File: src/rtl/tsi_input_conditioner.sv
// Purpose : synchronise and debounce CH asynchronous pad inputs into clk; emit clean levels + change pulses.
// Latency : SYNC_STAGES + DB_COUNT edges from the first edge that samples a held raw_in change to clean_out.
// Backpressure: none; free-running, every output is a flop updated each clk edge.
//
// Ports:
//   clk          single system clock, all state updates on the rising edge
//   reset        synchronous active-high reset; clears sync chains, counters and all outputs
//   raw_in       asynchronous pad-buffer outputs, one bit per channel
//   clean_out    debounced, synchronised level per channel
//   rise_out     one-cycle pulse when clean_out[i] goes 0->1 (TSI_EDGE_PULSE_EN builds only)
//   fall_out     one-cycle pulse when clean_out[i] goes 1->0 (TSI_EDGE_PULSE_EN builds only)
//   changed_out  one-cycle pulse in the cycle any clean_out bit shows a new value
//
// Optional feature macro: TSI_EDGE_PULSE_EN. When undefined, rise_out/fall_out are
// tied to 0 and no edge registers are built.

module tsi_input_conditioner #(
  parameter int CH          = 8,
  parameter int SYNC_STAGES = 2,
  parameter int DB_COUNT    = 500000,
  parameter int CNT_W       = 20
) (
  input  logic          clk,
  input  logic          reset,
  input  logic [CH-1:0] raw_in,
  output logic [CH-1:0] clean_out,
  output logic [CH-1:0] rise_out,
  output logic [CH-1:0] fall_out,
  output logic          changed_out
);

  // Terminal count: the edge on which the counter sits here with a still-differing
  // input is the edge that commits the new level.
  localparam logic [CNT_W-1:0] LP_CNT_MAX = CNT_W'(DB_COUNT - 1);

  logic [SYNC_STAGES-1:0][CH-1:0] r_sync;
  logic [CNT_W-1:0]               r_cnt [CH];
  logic [CH-1:0]                  r_clean;
  logic                           r_changed;

  logic [CH-1:0] w_sync;
  logic [CH-1:0] w_differ;
  logic [CH-1:0] w_expire;

  assign w_sync   = r_sync[SYNC_STAGES-1];
  assign w_differ = w_sync ^ r_clean;

  always_comb begin
    w_expire = '0;
    for (int i = 0; i < CH; i++) begin
      w_expire[i] = w_differ[i] && (r_cnt[i] == LP_CNT_MAX);
    end
  end

  // Plain flop chain per channel; nothing between stages.
  always_ff @(posedge clk) begin
    if (reset) begin
      r_sync <= '0;
    end else begin
      r_sync[0] <= raw_in;
      for (int s = 1; s < SYNC_STAGES; s++) begin
        r_sync[s] <= r_sync[s-1];
      end
    end
  end

  // Counter returns to 0 whenever input and clean level agree (glitch rejected)
  // or when the change commits, so it never passes LP_CNT_MAX.
  always_ff @(posedge clk) begin
    if (reset) begin
      for (int i = 0; i < CH; i++) begin
        r_cnt[i] <= '0;
      end
    end else begin
      for (int i = 0; i < CH; i++) begin
        if (!w_differ[i] || w_expire[i]) begin
          r_cnt[i] <= '0;
        end else begin
          r_cnt[i] <= r_cnt[i] + 1'b1;
        end
      end
    end
  end

  // Expiring channels flip; changed pulse lands in the same cycle the new level appears.
  always_ff @(posedge clk) begin
    if (reset) begin
      r_clean   <= '0;
      r_changed <= 1'b0;
    end else begin
      r_clean   <= r_clean ^ w_expire;
      r_changed <= |w_expire;
    end
  end

  assign clean_out   = r_clean;
  assign changed_out = r_changed;

`ifdef TSI_EDGE_PULSE_EN
  logic [CH-1:0] r_rise;
  logic [CH-1:0] r_fall;

  // The committed level equals w_sync on an expiring bit, so rise/fall are exclusive per bit.
  always_ff @(posedge clk) begin
    if (reset) begin
      r_rise <= '0;
      r_fall <= '0;
    end else begin
      r_rise <= w_expire & w_sync;
      r_fall <= w_expire & ~w_sync;
    end
  end

  assign rise_out = r_rise;
  assign fall_out = r_fall;
`else
  assign rise_out = '0;
  assign fall_out = '0;
`endif

endmodule

File: config.mk
export PLATFORM = sky130hd
export DESIGN_NAME = tsi_input_conditioner
export DESIGN_NICKNAME = d
export VERILOG_FILES = /design/src/rtl/tsi_input_conditioner.sv
export SDC_FILE = /design/constraint.sdc
export NUM_CORES = 1
export LEC_CHECK = 0
export CAP_MARGIN = 20
export CORE_MARGIN = 8
export CORE_UTILIZATION = 46
export DETAILED_ROUTE_END_ITERATION = 8
export GPL_TIMING_DRIVEN = 0
export MAX_ROUTING_LAYER = met4
export RECOVER_POWER = 100
export SLEW_MARGIN = 5
export SYNTH_ARGS = -nofsm -noshare
export SYNTH_HDL_FRONTEND = slang
export SYNTH_SLANG_ARGS = --single-unit
File: constraint.sdc
create_clock -name clk -period 2.35 [get_ports clk]
set_clock_uncertainty 0.05 [all_clocks]
set_input_delay 0.47 -clock clk [delete_from_list [all_inputs] [get_ports clk]]
set_output_delay 0.47 -clock clk [all_outputs]
set_load 0.02 [all_outputs]
==> run_results.csv, run 1 <==
group,metric,value,unit
detailed_routing,drt-initial-drc-count,446,
power_and_ir_drop,p_per_area,589.9,nW/um^2
worst_setup_path,cp.buffers_inverters,1,
worst_setup_path,worstPathMaxFanout,5,
floorplanning,core_area,21020,um^2
sta,slew_viol_final,0,
sta,worstMarginPinSlew,0.6380,ns
clock_network,h-tree-depth,4,
synth,async_reset_ff_share,0,%
synth,ys_ff_latch,185,
worst_setup_path,setup.worst_path.end_class,"register",
detailed_routing,wl,18730,um
placement,io_buffers,18,
global_route,antenna_found_initial,0,
sta,timing.final.crit_share,98.61,%
final_layout,area_delta_synth_final,19.57,%
clock_network,cts_buffer_depth,2,
worst_setup_path,worstPathRequired,2.47,ns
clock_network,cts_tree,"done",
detailed_routing,drc,0,
min_path,hold_class,"reg2reg",
worst_setup_path,critical_path.max_stage_delay,0.60,ns
floorplanning,ioPinCount,35,
synth,syn_area_per_cell,10.32,um^2
global_route,grt_max_degree,17,
placement,gp_congestion,0.7664,
detailed_routing,avgRoutedWirePerCell,12.77,um
clock_network,cts_hold_buf,0,
floorplanning,dieHeight,162.3,um
global_route,grt_pass1_vias,6767,
detailed_routing,firstDrtPassIters,4,
sta,rsz0062_at_grt,"yes",
synth,synthesis.area,9841,um^2
synth,synthFlopType,"edfxtp_1",
clock_network,cts.sinks,185,
sta,finalSetupViolations,0,
final_layout,fillers,1917,
synth,syn_inst,954,
power_and_ir_drop,cellLeakagePower,4.052,nW
sta,timing.fmax,431.5,MHz
detailed_routing,viasPerCell,4.986,
floorplanning,num_rows,53,
synth,ys_warn_count,0,
global_route,grt_pass1_wl,31970,um
floorplanning,die_w,162.3,um
worst_setup_path,path_delay_family,"simple AND/OR/NAND/NOR gates",
clock_network,cts-root-buf,"clkbuf_16",
global_route,grt_overflow_total,0,
worst_setup_path,path_class,"reg2reg",
final_layout,fin_util,55.97,%
worst_setup_path,worstSetupStartpointType,"register",
clock_network,clk_pin_slew_worst_paths,0.07,ns
detailed_routing,vias,7314,
sta,finalCriticalPeriod,2.317,ns
detailed_routing,ant_nets,0,
placement,dpl_worst_slack,-0.3854,ns
final_layout,drive_gt1_share,7.634,%
synth,synth_edf_count,160,
floorplanning,initial_core_util,46.81,%
final_layout,final_cell_mix,"176 x conb_1, 160 x edfxtp_1, 124 x nor2_1, 64 x a21oi_1, 54 x nand3_1",
floorplanning,die_area,26330,um^2
clock_network,cts_inserted_buffers,17,
sta,relSlewSlack,57.47,%
synth,ys_types,44,
worst_setup_path,slowest_stage,"or4_4",
power_and_ir_drop,irDropWorstVdd,509.9,uV
clock_network,clk_latency,0.43,ns
sta,whs,0.3861,ns
global_route,gr-usage-all-layers,15.01,%
job,drv_cap,0,
worst_setup_path,crit_path_cell_trace,"or4_1, or4_4, o21ai_4, buf_4, a21oi_1",
worst_setup_path,worstPathArrival,2.44,ns
placement,hpwl,13350,um
outcome,outcome,"complete, no violations",
sta,finalHoldViolCount,0,
synth,ys_seq_area_share,53.91,%
final_layout,final_nets,1197,
final_layout,layout_commonest_cell,"conb_1",
final_layout,diodes,0,
sta,setup_ws,0.03266,ns
power by group:
| group | total, mW | switching, mW | internal (mW) |
|---|---|---|---|
| Sequential | 3.83 | 0.132 | 3.70 |
| Combinational | 0.345 | 0.203 | 0.142 |
| Clock | 2.76 | 1.21 | 1.55 |
synth_stat cells (28+ instances only):
cell type	instances	area share, %
clkbuf_1	28	1.1
or4_1	34	2.6
xor2_1	49	4.4
nand2_1	49	1.9
nand4_1	46	2.9
o21ai_0	35	1.8
edfxtp_1	160	49
nor2_1	124	4.7
nand3_1	54	2.7
a21oi_1	64	3.3
xnor2_1	47	4.2
inv_1	29	1.1
or3_1	35	2.2
through the flow:
stage	instance area (um^2)	TNS [ns]	instances	power, mW
after floorplan	10490	0	1128	4.127
after global placement	11020	-21.30	1421	4.219
after detailed placement	11020	-22.55	1421	4.226
after CTS	11600	-0.4002	1454	7.000
after global routing	11770	-0.2639	1467	7.217
final	11770	0	1467	6.941
flip-flops by register name, indices dropped and copies added, names as in the netlist, named ones only:
register / flops
r_sync: 8
w_sync: 8
r_cnt: 160
changed_out: 1
what timing repair did:
item | 4_1_cts | 5_1_grt
pin swaps | 1 | 4
endpoints found under the setup margin | 91 | 137
buffers inserted | 1 | 13
cloned | 0 | 2
gates resized for setup | 7 | 25
final timing paths:
| check | slack [ns] | from | endpoint | cells past startpoint |
|---|---|---|---|---|
| hold / removal | 0.39 | r_sync[6]$_SDFF_PP0_ | w_sync[6]$_SDFF_PP0_ | 1 |
| setup / recovery | 0.03 | r_cnt[1][69]$_SDFFCE_PP0P_ | r_cnt[1][77]$_SDFFCE_PP0P_ | 5 |
| hold reg to reg | 0.39 | r_sync[6]$_SDFF_PP0_ | w_sync[6]$_SDFF_PP0_ | 1 |
| setup reg to reg | 0.03 | r_cnt[1][69]$_SDFFCE_PP0P_ | r_cnt[1][77]$_SDFFCE_PP0P_ | 5 |
cell families (layout without fill, tap and decap cells):
| logic type | after synthesis | in the layout | share of synthesized area [%] |
|---|---|---|---|
| XOR/XNOR | 96 | 96 | 8.544 |
| other | 2 | 176 | 0.07632 |
| adder cells (fa/ha/maj) | 8 | 8 | 1.017 |
| AND/OR/NAND/NOR | 442 | 442 | 24.31 |
| AO/OA/AOI/OAI | 140 | 140 | 8.303 |
| buffers and inverters | 81 | 145 | 3.840 |
| flip-flops | 185 | 185 | 53.91 |
layer usage:
layer | up-vias | global-route usage (%) | part of all wire (%)
met5 | - | - | 0
met4 | 0 | 3.998 | 0.86
met3 | 13 | 3.189 | 2.7
met2 | 69 | 22.77 | 46
met1 | 3417 | 20.11 | 51
li1 | 3815 | - | -
cell type report:
| class | instances | area (um^2) | area share (%) |
|---|---|---|---|
| buffer | 50 | 290.3 | 2.467 |
| inverter | 29 | 108.9 | 0.9251 |
| sequential | 185 | 5305 | 45.09 |
| timing repair buffer | 34 | 300.3 | 2.552 |
| clock inverter | 14 | 132.6 | 1.127 |
| clock buffer | 18 | 429.2 | 3.647 |
| multi-input combinational | 862 | 4856 | 41.27 |
| tap | 275 | 344.1 | 2.924 |
Power figures use the tool's default switching activity.
==> inputs of run 2 (changes only) <==
- GPL_ROUTABILITY_DRIVEN: default -> 1
==> results of run 2 <==
Same layout as run 1: the final DEF is identical, and so are final timing and power.
